**src/rtl/serial_subtractor.sv**
```systemverilog
// ---------------------------------------------------------------------------
// serial_subtractor
//
// Bit-serial subtractor that computes (a - b) mod 2^WIDTH one bit per clock,
// LSB first, using a single difference/borrow cell with a registered borrow.
// This is the subtracting counterpart of the bit-serial full-adder datapath.
// Use it where area matters more than latency.
//
// An operation is accepted on a clock edge where start is high and the block
// is idle or presenting a result. Bits 0..WIDTH-1 are then processed on the
// following WIDTH edges. After the edge that processes the last bit, done
// pulses for one cycle. The result outputs update only at completion and
// otherwise hold their value.
//
// Ports
//   clk    : rising-edge clock
//   rst    : asynchronous, active-high reset
//   start  : request to begin an operation (ignored while busy)
//   a      : minuend, sampled only on the accepting edge
//   b      : subtrahend, sampled only on the accepting edge
//   busy   : high while bits are being processed (registered)
//   done   : one-cycle pulse, result valid and freshly updated (registered)
//   diff   : (a - b) mod 2^WIDTH of the last completed operation
//   borrow : final borrow-out of the last operation (1 iff a < b, unsigned)
// ---------------------------------------------------------------------------
module serial_subtractor #(
    parameter int WIDTH = 8
) (
    input  logic             clk,
    input  logic             rst,
    input  logic             start,
    input  logic [WIDTH-1:0] a,
    input  logic [WIDTH-1:0] b,
    output logic             busy,
    output logic             done,
    output logic [WIDTH-1:0] diff,
    output logic             borrow
);

    // Bit counter only has to reach WIDTH-1, so clog2(WIDTH) bits suffice.
    localparam int CW = $clog2(WIDTH);

    typedef enum logic [1:0] {
        ST_IDLE = 2'd0,
        ST_BUSY = 2'd1,
        ST_DONE = 2'd2
    } state_t;

    state_t           state_q,  state_d;
    logic [WIDTH-1:0] a_sh_q,   a_sh_d;
    logic [WIDTH-1:0] b_sh_q,   b_sh_d;
    logic [WIDTH-1:0] res_q,    res_d;
    logic             bin_q,    bin_d;
    logic [CW-1:0]    cnt_q,    cnt_d;
    logic [WIDTH-1:0] diff_q,   diff_d;
    logic             borrow_q, borrow_d;
    logic             busy_q,   busy_d;
    logic             done_q,   done_d;

    // Single-bit difference/borrow cell working on the current LSBs.
    logic a0;
    logic b0;
    logic d_bit;
    logic bout;
    logic last_bit;

    always_comb begin
        a0       = a_sh_q[0];
        b0       = b_sh_q[0];
        d_bit    = a0 ^ b0 ^ bin_q;
        bout     = (~a0 & b0) | (~(a0 ^ b0) & bin_q);
        last_bit = (cnt_q == CW'(WIDTH - 1));
    end

    // Next-state and datapath control. Every register holds its value unless
    // the current state explicitly updates it. As a result, diff/borrow stay
    // untouched through IDLE and through the BUSY phase of a later operation.
    always_comb begin
        state_d  = state_q;
        a_sh_d   = a_sh_q;
        b_sh_d   = b_sh_q;
        res_d    = res_q;
        bin_d    = bin_q;
        cnt_d    = cnt_q;
        diff_d   = diff_q;
        borrow_d = borrow_q;

        case (state_q)
            ST_IDLE: begin
                if (start) begin
                    a_sh_d  = a;
                    b_sh_d  = b;
                    res_d   = '0;
                    bin_d   = 1'b0;
                    cnt_d   = '0;
                    state_d = ST_BUSY;
                end
            end

            ST_BUSY: begin
                // The new bit enters at the MSB. After WIDTH shifts, bit 0
                // has travelled down to the LSB position.
                res_d  = {d_bit, res_q[WIDTH-1:1]};
                a_sh_d = {1'b0, a_sh_q[WIDTH-1:1]};
                b_sh_d = {1'b0, b_sh_q[WIDTH-1:1]};
                bin_d  = bout;
                if (last_bit) begin
                    diff_d   = {d_bit, res_q[WIDTH-1:1]};
                    borrow_d = bout;
                    state_d  = ST_DONE;
                end else begin
                    cnt_d = cnt_q + CW'(1);
                end
            end

            ST_DONE: begin
                // A start seen while the result is presented chains directly
                // into the next operation, with no idle cycle in between.
                if (start) begin
                    a_sh_d  = a;
                    b_sh_d  = b;
                    res_d   = '0;
                    bin_d   = 1'b0;
                    cnt_d   = '0;
                    state_d = ST_BUSY;
                end else begin
                    state_d = ST_IDLE;
                end
            end

            default: begin
                state_d = ST_IDLE;
            end
        endcase

        // Handshake outputs are decoded from the next state and then
        // registered. This keeps start from having a combinational path
        // to busy or done.
        busy_d = (state_d == ST_BUSY);
        done_d = (state_d == ST_DONE);
    end

    always_ff @(posedge clk or posedge rst) begin
        if (rst) begin
            state_q  <= ST_IDLE;
            a_sh_q   <= '0;
            b_sh_q   <= '0;
            res_q    <= '0;
            bin_q    <= 1'b0;
            cnt_q    <= '0;
            diff_q   <= '0;
            borrow_q <= 1'b0;
            busy_q   <= 1'b0;
            done_q   <= 1'b0;
        end else begin
            state_q  <= state_d;
            a_sh_q   <= a_sh_d;
            b_sh_q   <= b_sh_d;
            res_q    <= res_d;
            bin_q    <= bin_d;
            cnt_q    <= cnt_d;
            diff_q   <= diff_d;
            borrow_q <= borrow_d;
            busy_q   <= busy_d;
            done_q   <= done_d;
        end
    end

    assign busy   = busy_q;
    assign done   = done_q;
    assign diff   = diff_q;
    assign borrow = borrow_q;

endmodule
```
**config.mk**
```make
export PLATFORM = sky130hd
export DESIGN_NAME = serial_subtractor
export DESIGN_NICKNAME = d
export VERILOG_FILES = /design/src/rtl/serial_subtractor.sv
export SDC_FILE = /design/constraint.sdc
export NUM_CORES = 1
export LEC_CHECK = 0
export ABC_AREA = 0
export CORE_MARGIN = 2
export CORE_UTILIZATION = 47
export CTS_CLUSTER_DIAMETER = 200
export DETAILED_ROUTE_END_ITERATION = 12
export PLACE_DENSITY = 0.75
export SLEW_MARGIN = 20
export SYNTH_ARGS = -nofsm -noshare
export SYNTH_HDL_FRONTEND = slang
export SYNTH_SLANG_ARGS = --single-unit
```
**constraint.sdc**
```tcl
create_clock -name clk -period 1.35 [get_ports clk]
set_input_delay 0.135 -clock clk [delete_from_list [all_inputs] [get_ports clk]]
set_output_delay 0.135 -clock clk [all_outputs]
set_load 0.05 [all_outputs]
```
# Word level (Yosys, flattened, before mapping)

Index checks and enable logic that the tools add are counted.

Register bits after elaboration: 41
Input bits: 19
Output and inout port bits: 11
Word-level logic and storage cells: 46

$add $sub $neg: 1
Eq/ne operators: 7
Muxes and demuxes: 15
Bitwise gates (word level): 7
Reductions and logical operators: 6

Operators by type and width:

| operator              | number |
|---|---|
| $pmux W8 S2           | 3 |
| $mux W8               | 3 |
| $mux W3               | 2 |
| $pmux W2 S3           | 1 |
| $pmux W3 S2           | 1 |
| $eq A2 B1 Y1 const B  | 2 |
| $eq A2 B2 Y1 const B  | 2 |
| $mux W2               | 2 |
| $reduce_and A2 Y1     | 2 |
| $add A3 B1 Y3 const B | 1 |
| $eq A3 B3 Y1 const B  | 1 |
| $reduce_and A3 Y1     | 1 |
| $and A1 B1 Y1         | 2 |
| $logic_not A2 Y1      | 1 |
| $mux W1               | 2 |
| $ne A2 B1 Y1 const B  | 1 |
| $ne A2 B2 Y1 const B  | 1 |
| $not A1 Y1            | 2 |
| $pmux W1 S2           | 1 |
| $reduce_bool A2 Y1    | 1 |
| $reduce_or A2 Y1      | 1 |
| $xor A1 B1 Y1         | 2 |
| $or A1 B1 Y1          | 1 |

# Depth between registers and ports, before layout

Gate-level depths: netlist of run 1.

Depth after elaboration: 5
Gate-level depth with buffers: 6
Mapped depth without buffers: 5

# Worst setup path before layout of run 1

OpenSTA, ideal clock, no wires.

Kind: reg2reg
Start: reg cnt_q[0]
End: reg diff_q[0] (netlist: diff[0])
Setup time: 0.125 ns
Arrival time: 1.361 ns
Required time: 1.225 ns
Setup slack: -0.136 ns
Cell stages (with the launch flop): 6
Buffers on the path: 1
Clock period less this slack: 1.486 ns
Cells stage by stage: dfrtp_1 -> ha_1 -> ha_1 -> nand3b_2 -> buf_6 -> mux2_2

Cells in the longest elaborated chain, start to end: 2

RTL lines:

| what                        | line | source |
|---|---|---|
| from (decl)                 | 54   | `logic [CW-1:0] cnt_q, cnt_d;` |
| from (signal assigned)      | 161  | `cnt_q <= cnt_d;` |
| $eq A3 B3 Y1                | 72   | `last_bit = (cnt_q == CW'(WIDTH - 1));` |
| $reduce_and A2 Y1 (no line) | n/a  |  |
| to (signal assigned)        | 162  | `diff_q <= diff_d;` |
| to (decl)                   | 55   | `logic [WIDTH-1:0] diff_q, diff_d;` |

No other way between the ends.
A chain may end at the register's enable or synchronous reset.

# Worst setup path in the final report of run 1

Start: reg cnt_q[1]
End: reg diff_q[4] (netlist: diff[4])

Same word-level chain as after synthesis.

==> metrics.txt, run 1 <==
status finished, final reports clean; worst vdd ir 0.00123 V; Hold-fix buffers, CTS 0; CORE AREA 3630 um^2; post-synthesis sequential area ratio 56.9%; pin count of the biggest net entering global routing 41; Adder-Cell Fraction of Synth Area 2.56%; WL final 3380 um; Synth Area in Simple Gates 5.69%; antenna viol nets, final 0; final hold violations 0; Most used DFF post-synth dfrtp_1; Storage cell area 1000 um^2; Site Rows 22; final slew viol count 0; CTS buffer count 5; worst-case clock skew 0.00796 ns; R2R Path End diff[4]; Synth Area in Compound Gates 17.7%; kind of critical path reg -> reg; synthesized flop and latch total 40; diode count 0; RSZ-0062 raised after global routing yes; CP endpoint kind flip-flop; post-DR vias/cell 5.20; layout cells sized above 1 29.3%; Final Wtd Congestion 0.731; dpl cells 216; Die Ht 65.2 um; period utilization 99.9%; Pleak 1.16 nW; post-layout minimum cycle time 1.35 ns; Async SR Flop Fraction 100%; clock root cell clkbuf_8; Rel. slew slack 64.7%; drt pass-1 iters 4; multi-input logic area 706 um^2; drt first-iter violations 94; GRT overflow 0; Area Growth Syn to Fin 41.4%; Worst-Margin Slew 0.528 ns; reg2reg path depth 4; WL per Instance 14.6 um; nets@finish 205; CTS max path bufs 2; commonest non-fill, non-tap cell in the layout dfrtp_1; die area 4250 um^2; Post-Layout Cell Count 232; IO Pins 30; Cells after Synth 140; H-tree depth 2; Yosys Warn Count 0; Die Span X 65.2 um; Startpoint Class flip-flop; power per cell area 2470 nW/um^2; xor/xnor share of the synthesized area 0.498%; post-synthesis mux area share 9.40%; port bufs 29; DPL Wire Length 2380 um; fmax 0.742 GHz; reg2reg setup slack 0.002 ns; All-Layer GR Usage 18.8%; Fin Hold WS 0.200 ns; initial antenna violation count 0; TritonCTS clock tree done; Tot Pwr 6.14 mW; final setup violation count 0; cell area after synthesis 1760 um^2; most frequent cells in the layout dfrtp_1 (39), clkdlybuf4s50_1 (18), inv_1 (14), a21oi_1 (14); Critical Path Fanout Max 6; largest family of logic cells by synthesized area compound AO/OA/AOI/OAI gates; Reg clk slew, reported paths 0.08 ns; WP data arrival 1.53 ns; first-pass GRT wire length 6010 um; hold crit path type in -> async; # DRC 0; Syn Area/Cell 12.6 um^2; Initial Utilization 48.4%; EDFF count, synth 0; Synth cell types 33; Vias 1207; Worst Path Required 1.53 ns; Fillers 278; maxcap violations 0; Clock Sink Count 40; vias in the first global route 1235; Syn Nets 162; Worst R2R Start cnt_q[1]; Clock Latency Late Sink 0.29 ns
-- how the worst max path moves through the flow --
stage,from,to,slack (ns),depth (start not counted)
final,cnt_q[1],diff[4],0.002,4
after global routing,cnt_q[1],diff[2],-0.06,4
after CTS,cnt_q[1],diff[3],-0.03,4
after detailed placement,start,a_sh_q[0],-0.14,5
after global placement,cnt_q[1],diff[5],-0.04,4
after floorplan,cnt_q[0],borrow,-0.02,5
-- synth_stat cells (2+ instances only) --
master	number	area, um^2
buf_2	2	10.0
buf_6	3	33.8
ha_1	2	25.0
mux2i_1	6	60.1
nor2b_1	7	43.8
dfrtp_1	40	1000
a32o_1	2	20.0
mux2_4	4	60.1
mux2_2	4	45.0
o22ai_1	8	50.1
inv_1	14	52.6
a211oi_1	6	45.0
a21oi_1	14	70.1
a22o_1	9	78.8
-- worst max-delay path, cell delays in order, from the launching register on --
cell and delay (ns):
dfrtp_1 0.36, ha_2 0.20, ha_4 0.19, nand3b_4 0.15
mux2_4 0.33
-- per-layer routing --
layer | track usage [%] | wire length [um] | vias up
li1 | - | - | 583
met1 | 23.4 | 1400 | 584
met2 | 32.5 | 1760 | 35
met3 | 5.99 | 190 | 5
met4 | 3.91 | 34 | 0
met5 | 0 | 0 | -
-- metrics by stage --
stage	setup WS, ns	setup TNS, ns	util (%)	area [um^2]
floorplan	-0.0239	-0.144	-	1790
global placement	-0.0407	-0.178	62.2	2260
detailed placement	-0.136	-1.07	62.2	2260
CTS	-0.0297	-0.0619	66.6	2420
global route	-0.0646	-0.436	68.4	2480
finish	0.00197	0	68.4	2480
-- area by class of cell --
cell class | instances | area share [%]
Sequential cell | 40 | 40.3
Timing Repair Buffer | 44 | 21.7
Inverter | 14 | 2.11
Tap cell | 48 | 2.42
Clock buffer | 7 | 3.88
Multi-Input combinational cell | 78 | 28.4
Clock inverter | 1 | 1.21
-- state kept, by name, summed over array words and instances (netlist names) --
signal   flops
bin_q        1
done         1
state_q      2
a_sh_q       8
borrow       1
res_q        7
cnt_q        3
b_sh_q       8
diff         8
busy         1
-- repair_timing --
action                     CTS  global route
buffers inserted             1             6
setup endpoints to repair   10            19
gates resized for setup      4             5
pin swaps                    1             1
hold endpoints to repair     0             0
gates cloned                 1             0
-- cell families after synthesis --
kind of cell    count (synthesis)
mux                            14
xor+xnor                        1
simple gates                   15
fa+ha+maj                       3
flops                          40
buf+inv                        23
compound gates                 44
-- power breakdown --
part           total [mW]  internal [mW]  switching (mW)
combinational        2.91           1.55            1.36
clock                1.06          0.652           0.405
sequential           2.17           1.73           0.435
total                6.14           3.93            2.20
No activity file was read; power rests on OpenSTA's default activity.
==> inputs of run 2 (changes only) <==
SKIP_CTS_REPAIR_TIMING = 1   (was not set)
SLEW_MARGIN = not set   (was 20)
==> run 2 against run 1 <==
The flow now finishes with violations (setup timing). Maximum frequency is 1.1% lower. Final area is the same. Critical path depth grew 1. Hold slack better by 0.0027 ns. Sequential power about the same. Critical path type unchanged.
==> metrics.txt, run 2 (synthesis gave the netlist of run 1 again) <==
Die Ht 65.2 um (unchanged); kind of critical path reg -> reg; Worst Path Required 1.53 ns (about the same); period utilization 101% (+1.1 points); Clock Sink Count 40 (unchanged); multi-input logic area 706 um^2 (unchanged); most frequent cells in the layout dfrtp_1 (39), clkdlybuf4s50_1 (18), inv_1 (14), a21oi_1 (14); clock root cell clkbuf_8; CORE AREA 3630 um^2 (unchanged); WL per Instance 14.9 um (+1.9%); port bufs 29 (unchanged); final slew viol count 0 (unchanged); hold crit path type in -> async; Fillers 283 (+1.8%); RSZ-0062 raised after global routing yes; Fin Hold WS 0.203 ns (+0.00274 ns); drt first-iter violations 78 (-17%); nets@finish 205 (unchanged); Initial Utilization 48.4% (unchanged); commonest non-fill, non-tap cell in the layout dfrtp_1; CP max stage delay 0.39 ns (+0.03 ns); post-DR vias/cell 5.24 (+0.75%); initial antenna violation count 0 (unchanged); worst-case clock skew 0.00876 ns (+0.000797 ns); WP data arrival 1.54 ns (about the same); pin count of the biggest net entering global routing 41 (unchanged); worst vdd ir 0.00125 V (+2.1%); CTS buffer count 5 (unchanged); fin area 2480 um^2 (unchanged); layout cells sized above 1 29.3% (unchanged); Die Span X 65.2 um (unchanged); reg2reg setup slack -0.01 ns (-0.02 ns); status finished with violations; GRT overflow 0 (unchanged); Final Core Density 68.4% (unchanged); Worst-Margin Slew 0.566 ns (+0.0374 ns); failing checks setup timing; worst setup margin -0.0135 ns (-0.0154 ns); fmax 0.733 GHz (-1.1%); DPL Wire Length 2380 um (unchanged); post-layout minimum cycle time 1.36 ns (+0.0154 ns); die area 4250 um^2 (unchanged); Critical Path Fanout Max 4 (-2); vias in the first global route 1208 (-2.2%); pre-CTS WS -0.136 ns (unchanged); Tot Pwr 6.11 mW (-0.48%); maxcap violations 0 (unchanged); cells along the critical path ha_2 > ha_4 > nor2_4 > a21oi_4 > a32o_2; first-pass GRT wire length 5840 um (-2.7%); Pleak 1.16 nW (-0.14%); Reg clk slew, reported paths 0.08 ns (about the same); CTS max path bufs 2 (unchanged); Clock Latency Late Sink 0.29 ns (about the same); Vias 1216 (+0.75%); Startpoint Class flip-flop; final setup violation count 7 (+7); drt pass-1 iters 4 (unchanged); diode count 0 (unchanged); H-tree depth 2 (unchanged); Rel. slew slack 62.2% (-2.5 points); antenna viol nets, final 0 (unchanged); slowest stage cell on the critical path dfrtp_1; WL final 3450 um (+1.9%); final hold violations 0 (unchanged); All-Layer GR Usage 18.4% (-0.48 points); Area after DPL 2260 um^2 (unchanged); Storage cell area 1000 um^2 (unchanged); IO Pins 30 (unchanged); TritonCTS clock tree done; power per cell area 2460 nW/um^2 (-0.48%); CP endpoint kind flip-flop; Site Rows 22 (unchanged); Area Growth Syn to Fin 41.4% (unchanged); # DRC 0 (unchanged); Final Wtd Congestion 0.731 (unchanged)
[run 2: cell counts in the layout (fill, tap and decap cells not counted)]
No cell type changed its count.
[run 2: area by class of cell]
cell class                 count  share of cell area, %
clock buffer                   7                   3.88
inverter                      14                   2.11
timing repair buffer          44                   21.7
sequential                    40                   40.3
clock inverter                 1                   1.21
multi-input combinational     78                   28.4
tap                           48                   2.42
[run 2: worst max-delay path: cells and delay by family (launching register included)]
kind                       cells  cell delay, ns
AOI/OAI and AO/OA              2            0.32
adders and majority gates      2            0.39
DFF                            1            0.39
and+or+nand+nor                1            0.15
[run 2: routing by layer]
layer | track usage [%] | vias up | wire [um]
li1 | - | 582 | -
met1 | 22.9 | 600 | 1460
met2 | 31.4 | 29 | 1790
met3 | 5.99 | 5 | 167
met4 | 3.91 | 0 | 32
met5 | 0 | - | 0
[run 2: power breakdown]
group | switching (mW) | total [mW] | internal (mW)
clock network | 0.403 | 1.06 | 0.652
registers | 0.435 | 2.17 | 1.73
logic | 1.36 | 2.88 | 1.52
total | 2.20 | 6.11 | 3.91
[run 2: worst paths after layout]
kind                              end  cells past startpoint      start
max                          cnt_q[1]                      5   cnt_q[0]
min                              done                      3        rst
max reg2reg                  cnt_q[1]                      5   cnt_q[0]
min reg2reg                 b_sh_q[7]                      1  b_sh_q[7]
max in group asynchronous  state_q[0]                      3        rst
min in group clk            b_sh_q[7]                      2       b[7]
[run 2: stage by stage]
step | std cells | setup TNS (ns)
3_3_place_gp | 216 | -0.178
6_report | 232 | -0.0435
3_5_place_dp | 216 | -1.07
4_1_cts | 224 | -0.627
2_1_floorplan | 140 | -0.144
5_1_grt | 232 | -0.448
